`config.mk`:
```
export PLATFORM = sky130hd
export DESIGN_NAME = mem_port_arbiter
export DESIGN_NICKNAME = d
export VERILOG_FILES = /design/src/rtl/mem_port_arbiter_pkg.sv /design/src/rtl/mem_port_arbiter_rr_arb2.sv /design/src/rtl/mem_port_arbiter.sv
export SDC_FILE = /design/constraint.sdc
export NUM_CORES = 1
export LEC_CHECK = 0
export ABC_AREA = 1
export ABC_CLOCK_PERIOD_IN_PS = 1760
export BUFFER_PORTS_ARGS = -buffer_cell sky130_fd_sc_hd__buf_2
export CAP_MARGIN = 15
export CORE_UTILIZATION = 45
export CTS_BUF_LIST = sky130_fd_sc_hd__clkbuf_4
export DETAILED_ROUTE_END_ITERATION = 6
export PLACE_DENSITY = 0.74
export REMOVE_ABC_BUFFERS = 1
export SYNTH_ARGS = -nofsm -noshare
export SYNTH_HDL_FRONTEND = slang
export SYNTH_SLANG_ARGS = --single-unit
```
`constraint.sdc`:
```
create_clock -name clk -period 1.76 [get_ports clk]
set_clock_uncertainty 0.05 [all_clocks]
set_input_delay 0.176 -clock clk [delete_from_list [all_inputs] [get_ports clk]]
set_output_delay 0.176 -clock clk [all_outputs]
set_load 0.01 [all_outputs]
```
`src/rtl/mem_port_arbiter_pkg.sv`:
```
// Shared types and constants for the fetch / load-store memory port arbiter.
package mem_port_arbiter_pkg;

  typedef enum logic [1:0] {
    ST_IDLE  = 2'b00,
    ST_ISSUE = 2'b01,
    ST_WAIT  = 2'b10,
    ST_RESP  = 2'b11
  } state_t;

  localparam logic [1:0] LS_NONE  = 2'b00;
  localparam logic [1:0] LS_LOAD  = 2'b01;
  localparam logic [1:0] LS_STORE = 2'b10;

  typedef enum logic {
    OWN_IF = 1'b0,
    OWN_LS = 1'b1
  } owner_t;

  // Only the two defined codes count as a request; 2'b11 is ignored.
  function automatic logic ls_pending(input logic [1:0] en);
    return (en == LS_LOAD) || (en == LS_STORE);
  endfunction

  function automatic int cnt_width(input int lat);
    return (lat > 2) ? $clog2(lat) : 1;
  endfunction

endpackage

```
`src/rtl/mem_port_arbiter_rr_arb2.sv`:
```
// Two-way round-robin pick between fetch and load/store, remembering the last winner.
module mem_port_arbiter_rr_arb2
  import mem_port_arbiter_pkg::*;
(
  input  logic clk,
  input  logic reset,
  input  logic req_if,
  input  logic req_ls,
  input  logic update,
  output logic grant,
  output logic owner
);

  logic last_r;

  // Pick the requester that did not win last time when both are pending.
  always_comb begin
    grant = req_if | req_ls;
    if (req_if && req_ls) begin
      owner = (last_r == OWN_IF) ? OWN_LS : OWN_IF;
    end else if (req_ls) begin
      owner = OWN_LS;
    end else begin
      owner = OWN_IF;
    end
  end

  // Last-grant memory; starts at IF so the load/store side wins the first tie.
  always_ff @(posedge clk or negedge reset) begin
    if (!reset) begin
      last_r <= OWN_IF;
    end else if (update) begin
      last_r <= owner;
    end else begin
      last_r <= last_r;
    end
  end

endmodule

```
`src/rtl/mem_port_arbiter.sv`:
```
// Shares one single-port synchronous memory between instruction fetch and load/store,
// one access per grant, with a registered one-cycle acknowledge per completed access.
module mem_port_arbiter
  import mem_port_arbiter_pkg::*;
#(
  parameter int AW      = 16,
  parameter int DW      = 16,
  parameter int MEM_LAT = 1
) (
  input  logic          clk,
  input  logic          reset,
  input  logic          if_req,
  input  logic [AW-1:0] if_addr,
  output logic          if_ack,
  output logic [DW-1:0] if_data,
  input  logic [1:0]    ls_en,
  input  logic [AW-1:0] ls_addr,
  input  logic [DW-1:0] ls_wdata,
  output logic          ls_done,
  output logic [DW-1:0] ls_rdata,
  output logic          mem_en,
  output logic          mem_we,
  output logic [AW-1:0] mem_addr,
  output logic [DW-1:0] mem_wdata,
  input  logic [DW-1:0] mem_rdata,
  output logic          busy
);

  localparam int            CW       = cnt_width(MEM_LAT);
  localparam logic [CW-1:0] CNT_INIT = CW'(MEM_LAT - 32'sd1);
  localparam logic [CW-1:0] CNT_ZERO = {CW{1'b0}};
  localparam logic [CW-1:0] CNT_ONE  = CW'(32'd1);

  state_t        state_r;
  state_t        state_s;
  logic [CW-1:0] cnt_r;
  logic [CW-1:0] cnt_s;
  owner_t        owner_r;
  owner_t        pick_s;
  logic          pick_raw_s;
  logic          we_r;
  logic          grant_s;
  logic          take_s;
  logic          cap_s;
  logic          store_s;
  logic          ls_pend_s;
  logic [AW-1:0] req_addr_s;
  logic [DW-1:0] req_wdata_s;

  logic          mem_en_r;
  logic          mem_we_r;
  logic [AW-1:0] mem_addr_r;
  logic [DW-1:0] mem_wdata_r;
  logic          if_ack_r;
  logic          ls_done_r;
  logic          busy_r;
  logic [DW-1:0] if_data_r;
  logic [DW-1:0] ls_rdata_r;

  assign ls_pend_s = ls_pending(ls_en);
  assign pick_s    = owner_t'(pick_raw_s);

  mem_port_arbiter_rr_arb2 u_arb (
    .clk    (clk),
    .reset  (reset),
    .req_if (if_req),
    .req_ls (ls_pend_s),
    .update (take_s),
    .grant  (grant_s),
    .owner  (pick_raw_s)
  );

  // Access attributes of whichever requester the arbiter currently picks.
  always_comb begin
    store_s     = 1'b0;
    req_addr_s  = {AW{1'b0}};
    req_wdata_s = {DW{1'b0}};
    if (pick_s == OWN_LS) begin
      store_s    = (ls_en == LS_STORE);
      req_addr_s = ls_addr;
      if (ls_en == LS_STORE) begin
        req_wdata_s = ls_wdata;
      end else begin
        req_wdata_s = {DW{1'b0}};
      end
    end else begin
      req_addr_s = if_addr;
    end
  end

  // Next-state logic; grants are only taken from IDLE.
  always_comb begin
    state_s = state_r;
    cnt_s   = cnt_r;
    take_s  = 1'b0;
    cap_s   = 1'b0;
    case (state_r)
      ST_IDLE: begin
        if (grant_s) begin
          state_s = ST_ISSUE;
          take_s  = 1'b1;
        end else begin
          state_s = ST_IDLE;
        end
      end
      ST_ISSUE: begin
        if (we_r) begin
          state_s = ST_RESP;
        end else begin
          state_s = ST_WAIT;
          cnt_s   = CNT_INIT;
        end
      end
      ST_WAIT: begin
        if (cnt_r == CNT_ZERO) begin
          state_s = ST_RESP;
          cap_s   = 1'b1;
        end else begin
          cnt_s = cnt_r - CNT_ONE;
        end
      end
      ST_RESP: begin
        state_s = ST_IDLE;
      end
      default: begin
        state_s = ST_IDLE;
      end
    endcase
  end

  // State, wait counter and the owner/direction of the access in flight.
  always_ff @(posedge clk or negedge reset) begin
    if (!reset) begin
      state_r <= ST_IDLE;
      cnt_r   <= CNT_ZERO;
      owner_r <= OWN_IF;
      we_r    <= 1'b0;
    end else begin
      state_r <= state_s;
      cnt_r   <= cnt_s;
      if (take_s) begin
        owner_r <= pick_s;
        we_r    <= store_s;
      end else begin
        owner_r <= owner_r;
        we_r    <= we_r;
      end
    end
  end

  // Registered outputs; the mem_* registers double as the grant-time address/data latch
  // and are only non-zero during the single ISSUE cycle.
  always_ff @(posedge clk or negedge reset) begin
    if (!reset) begin
      mem_en_r    <= 1'b0;
      mem_we_r    <= 1'b0;
      mem_addr_r  <= {AW{1'b0}};
      mem_wdata_r <= {DW{1'b0}};
      if_ack_r    <= 1'b0;
      ls_done_r   <= 1'b0;
      busy_r      <= 1'b0;
      if_data_r   <= {DW{1'b0}};
      ls_rdata_r  <= {DW{1'b0}};
    end else begin
      mem_en_r    <= take_s;
      mem_we_r    <= take_s & store_s;
      mem_addr_r  <= take_s ? req_addr_s : {AW{1'b0}};
      mem_wdata_r <= take_s ? req_wdata_s : {DW{1'b0}};
      if_ack_r    <= (state_s == ST_RESP) && (owner_r == OWN_IF);
      ls_done_r   <= (state_s == ST_RESP) && (owner_r == OWN_LS);
      busy_r      <= (state_s != ST_IDLE);
      if (cap_s && (owner_r == OWN_IF)) begin
        if_data_r <= mem_rdata;
      end else begin
        if_data_r <= if_data_r;
      end
      if (cap_s && (owner_r == OWN_LS)) begin
        ls_rdata_r <= mem_rdata;
      end else begin
        ls_rdata_r <= ls_rdata_r;
      end
    end
  end

  assign mem_en    = mem_en_r;
  assign mem_we    = mem_we_r;
  assign mem_addr  = mem_addr_r;
  assign mem_wdata = mem_wdata_r;
  assign if_ack    = if_ack_r;
  assign ls_done   = ls_done_r;
  assign busy      = busy_r;
  assign if_data   = if_data_r;
  assign ls_rdata  = ls_rdata_r;

endmodule
```
==> results.json <==
{
  "outcome": "completed",
  "ys_types": 15,
  "post-route-period-util_pct": 90.6,
  "multi_input_area_um2": 833,
  "cp.required_ns": 2.02,
  "die_h_um": 82.1,
  "cts_tree": "built",
  "crit_fanout": 18,
  "ys_seq_area_share_pct": 63.2,
  "drv_slew": 0,
  "global_route.usage.total_pct": 22.7,
  "worstSetupPathType": "reg2reg",
  "power_density_nw_per_um2": 1390,
  "dp_cells": 503,
  "drive_above_1_share_pct": 33.2,
  "stdcell_count": 563,
  "globalplace.congestion": 0.760,
  "post_cts_buffers": 0,
  "dieWidth_um": 82.1,
  "dp_hpwl_um": 4630,
  "syn_avg_cell_area_um2": 9.69,
  "area_growth_pct": 48.5,
  "diodes": 0,
  "power.net_switching_mw": 2.12,
  "first_pass_iters": 4,
  "slew_headroom_pct": 68.3,
  "via_count": 2650,
  "clk_path_buf_depth": 2,
  "slowest_stage": "dfrtp_1",
  "path_clk_slew_ns": 0.12,
  "hp-class": "in2reg",
  "fin_tns_setup_ns": 0,
  "grt_pass1_vias": 2587,
  "pwr-share-seq_pct": 42.0,
  "max_stage_delay_ns": 0.40,
  "overflow": 0,
  "ys_warn_count": 0,
  "viasPerCell": 4.71,
  "postCtsResizedCells": 0,
  "antenna_found_initial": 0,
  "ff_latch_area_um2": 1830,
  "htreeDepth": 3,
  "drc_errors": 0,
  "finalWirelength_um": 7150,
  "holdBufCountCts": 45,
  "clock_sinks": 73,
  "row_count": 28,
  "p_int_mw": 3.83,
  "finalPower_mw": 5.95,
  "cts_buffers": 9,
  "cp-start-kind": "flop",
  "cellLeakagePower_nw": 2.46,
  "worstPathCellList": "inv_1 -> ha_1 -> inv_2 -> a21oi_4 -> nand2_1 -> nor2_1",
  "power.share.switching_pct": 35.7,
  "clock.fmax_mhz": 627,
  "maxCapViolations": 0,
  "p_comb_share_pct": 36.8,
  "coreArea_um2": 6060,
  "drtAntennaViolNets": 0,
  "arrival_ns": 1.86,
  "clock_power_share_pct": 21.3,
  "hold_viol": 0,
  "post-route-min-period_ns": 1.59,
  "wl_per_cell_um": 12.7,
  "fillers": 471,
  "end_kind": "flop",
  "drt_iter0_drc": 121,
  "num_io_pins": 138,
  "grt_max_degree": 45,
  "die_area_um2": 6740,
  "initial_utilization_pct": 47.7,
  "syn_area_um2": 2890,
  "peakVddDrop_uv": 795,
  "portBuffers": 137,
  "cts_root_buf": "clkbuf_4",
  "setup_viol": 0,
  "yosys_register_bits": 73,
  "rsz0062_at_grt": "false",
  "syn_inst": 298,
  "nets": 558,
  "clkLatencyLatePin_ns": 0.39,
  "tightest_slew_ns": 0.474,
  "grt_pass1_wl_um": 11400
}
==> final cells by class <==
class	instances	share of cell area [%]
Sequential cell	73	42.6
Timing Repair Buffer	189	28.1
Inverter	42	3.67
Clock buffer	9	1.57
Tap cell	75	2.19
Clock inverter	6	2.51
Multi-Input combinational cell	169	19.4
==> final timing paths <==
check                              from            end  slack (ns)  cells after the start
max in group asynchronous         reset     if_data[9]        0.90                      3
setup / recovery             state_r[0]    mem_addr[1]        0.17                      6
setup reg to reg             state_r[0]    mem_addr[1]        0.17                      6
min in group asynchronous         reset  mem_wdata[10]        0.19                      2
hold / removal             mem_rdata[5]     if_data[5]        0.03                      3
hold reg to reg            u_arb.last_r         if_ack        0.43                      1
==> state kept, by name, summed over array words and instances, names as in the netlist <==
| name | count |
|---|---|
| busy | 1 |
| if_ack | 1 |
| if_data | 16 |
| ls_done | 1 |
| ls_rdata | 16 |
| mem_addr | 16 |
| mem_en | 1 |
| mem_wdata | 16 |
| mem_we | 1 |
| state_r | 2 |
| u_arb.last_r | 1 |
| we_r | 1 |
==> worst max-delay path, delay by kind of cell, from the launching register on <==
| kind | cells | cell delay [ns] |
|---|---|---|
| flip-flops | 1 | 0.40 |
| AO/OA/AOI/OAI | 1 | 0.39 |
| adder cells (fa/ha/maj) | 1 | 0.28 |
| AND/OR/NAND/NOR | 2 | 0.22 |
| buffers and inverters | 2 | 0.18 |
==> power by group through the flow <==
stage               clock, mW  combinational [mW]  sequential [mW]
floorplan                   0               0.892             2.78
global placement            0                2.03             2.50
detailed placement          0                2.09             2.51
CTS                      1.30                2.18             2.48
global route             1.37                2.49             2.57
finish                   1.27                2.19             2.50
==> cells in the final DEF, fill, tap and decap left out <==
cell type and n:
nand2_1 59, inv_1 40, bufinv_16 3, buf_4 7, o21ai_0 33, dlygate4sd3_1 45
nand4_4 1, inv_2 2, ha_1 5, buf_2 136, nand3_1 3, clkinv_1 1
clkinv_2 1, a21oi_4 1, dfrtp_1 73, a21oi_1 16, nor2_1 35, nand3b_1 16
buf_12 1, clkinv_4 1, clkbuf_4 9
==> Yosys cell counts <==
library cell	count	share of area (%)
nand4_4	1	0.74
nand3b_1	16	4.2
inv_1	40	5.2
a21oi_1	16	2.8
dfrtp_1	73	63
o21ai_0	33	5.7
nand2_1	59	7.7
inv_2	2	0.26
clkbuf_1	4	0.52
buf_6	1	0.39
nor2_1	35	4.5
ha_1	5	2.2
a21oi_4	1	0.56
buf_2	9	1.6
nand3_1	3	0.52
==> metal layers <==
metal | part of all wire (%) | up-vias | wire length [um] | global-route usage, %
met4 | 1.8 | 0 | 132 | 9.12
li1 | - | 1297 | - | -
met5 | 0 | - | 0 | 0
met3 | 7.7 | 12 | 548 | 6.04
met1 | 41 | 1229 | 2900 | 25.3
met2 | 50 | 112 | 3560 | 40.7
==> through the flow <==
stage               hold slack [ns]  instance area (um^2)  utilization (%)  setup WS (ns)
floorplan                    -0.170                  2820                -          0.179
global placement             0.0764                  3660             60.5          0.287
detailed placement           0.0812                  3660             60.5          0.210
CTS                         0.00280                  4290             70.8          0.189
global route                 0.0133                  4290             70.8         0.0627
finish                       0.0255                  4290             70.8          0.166
==> kinds of logic after synthesis <==
| family | synth area share [%] |
|---|---|
| fa+ha+maj | 2.17 |
| compound gates | 9.05 |
| simple gates | 17.6 |
| flops | 63.2 |
| buf+inv | 7.93 |
No activity file was read; power rests on OpenSTA's default activity.
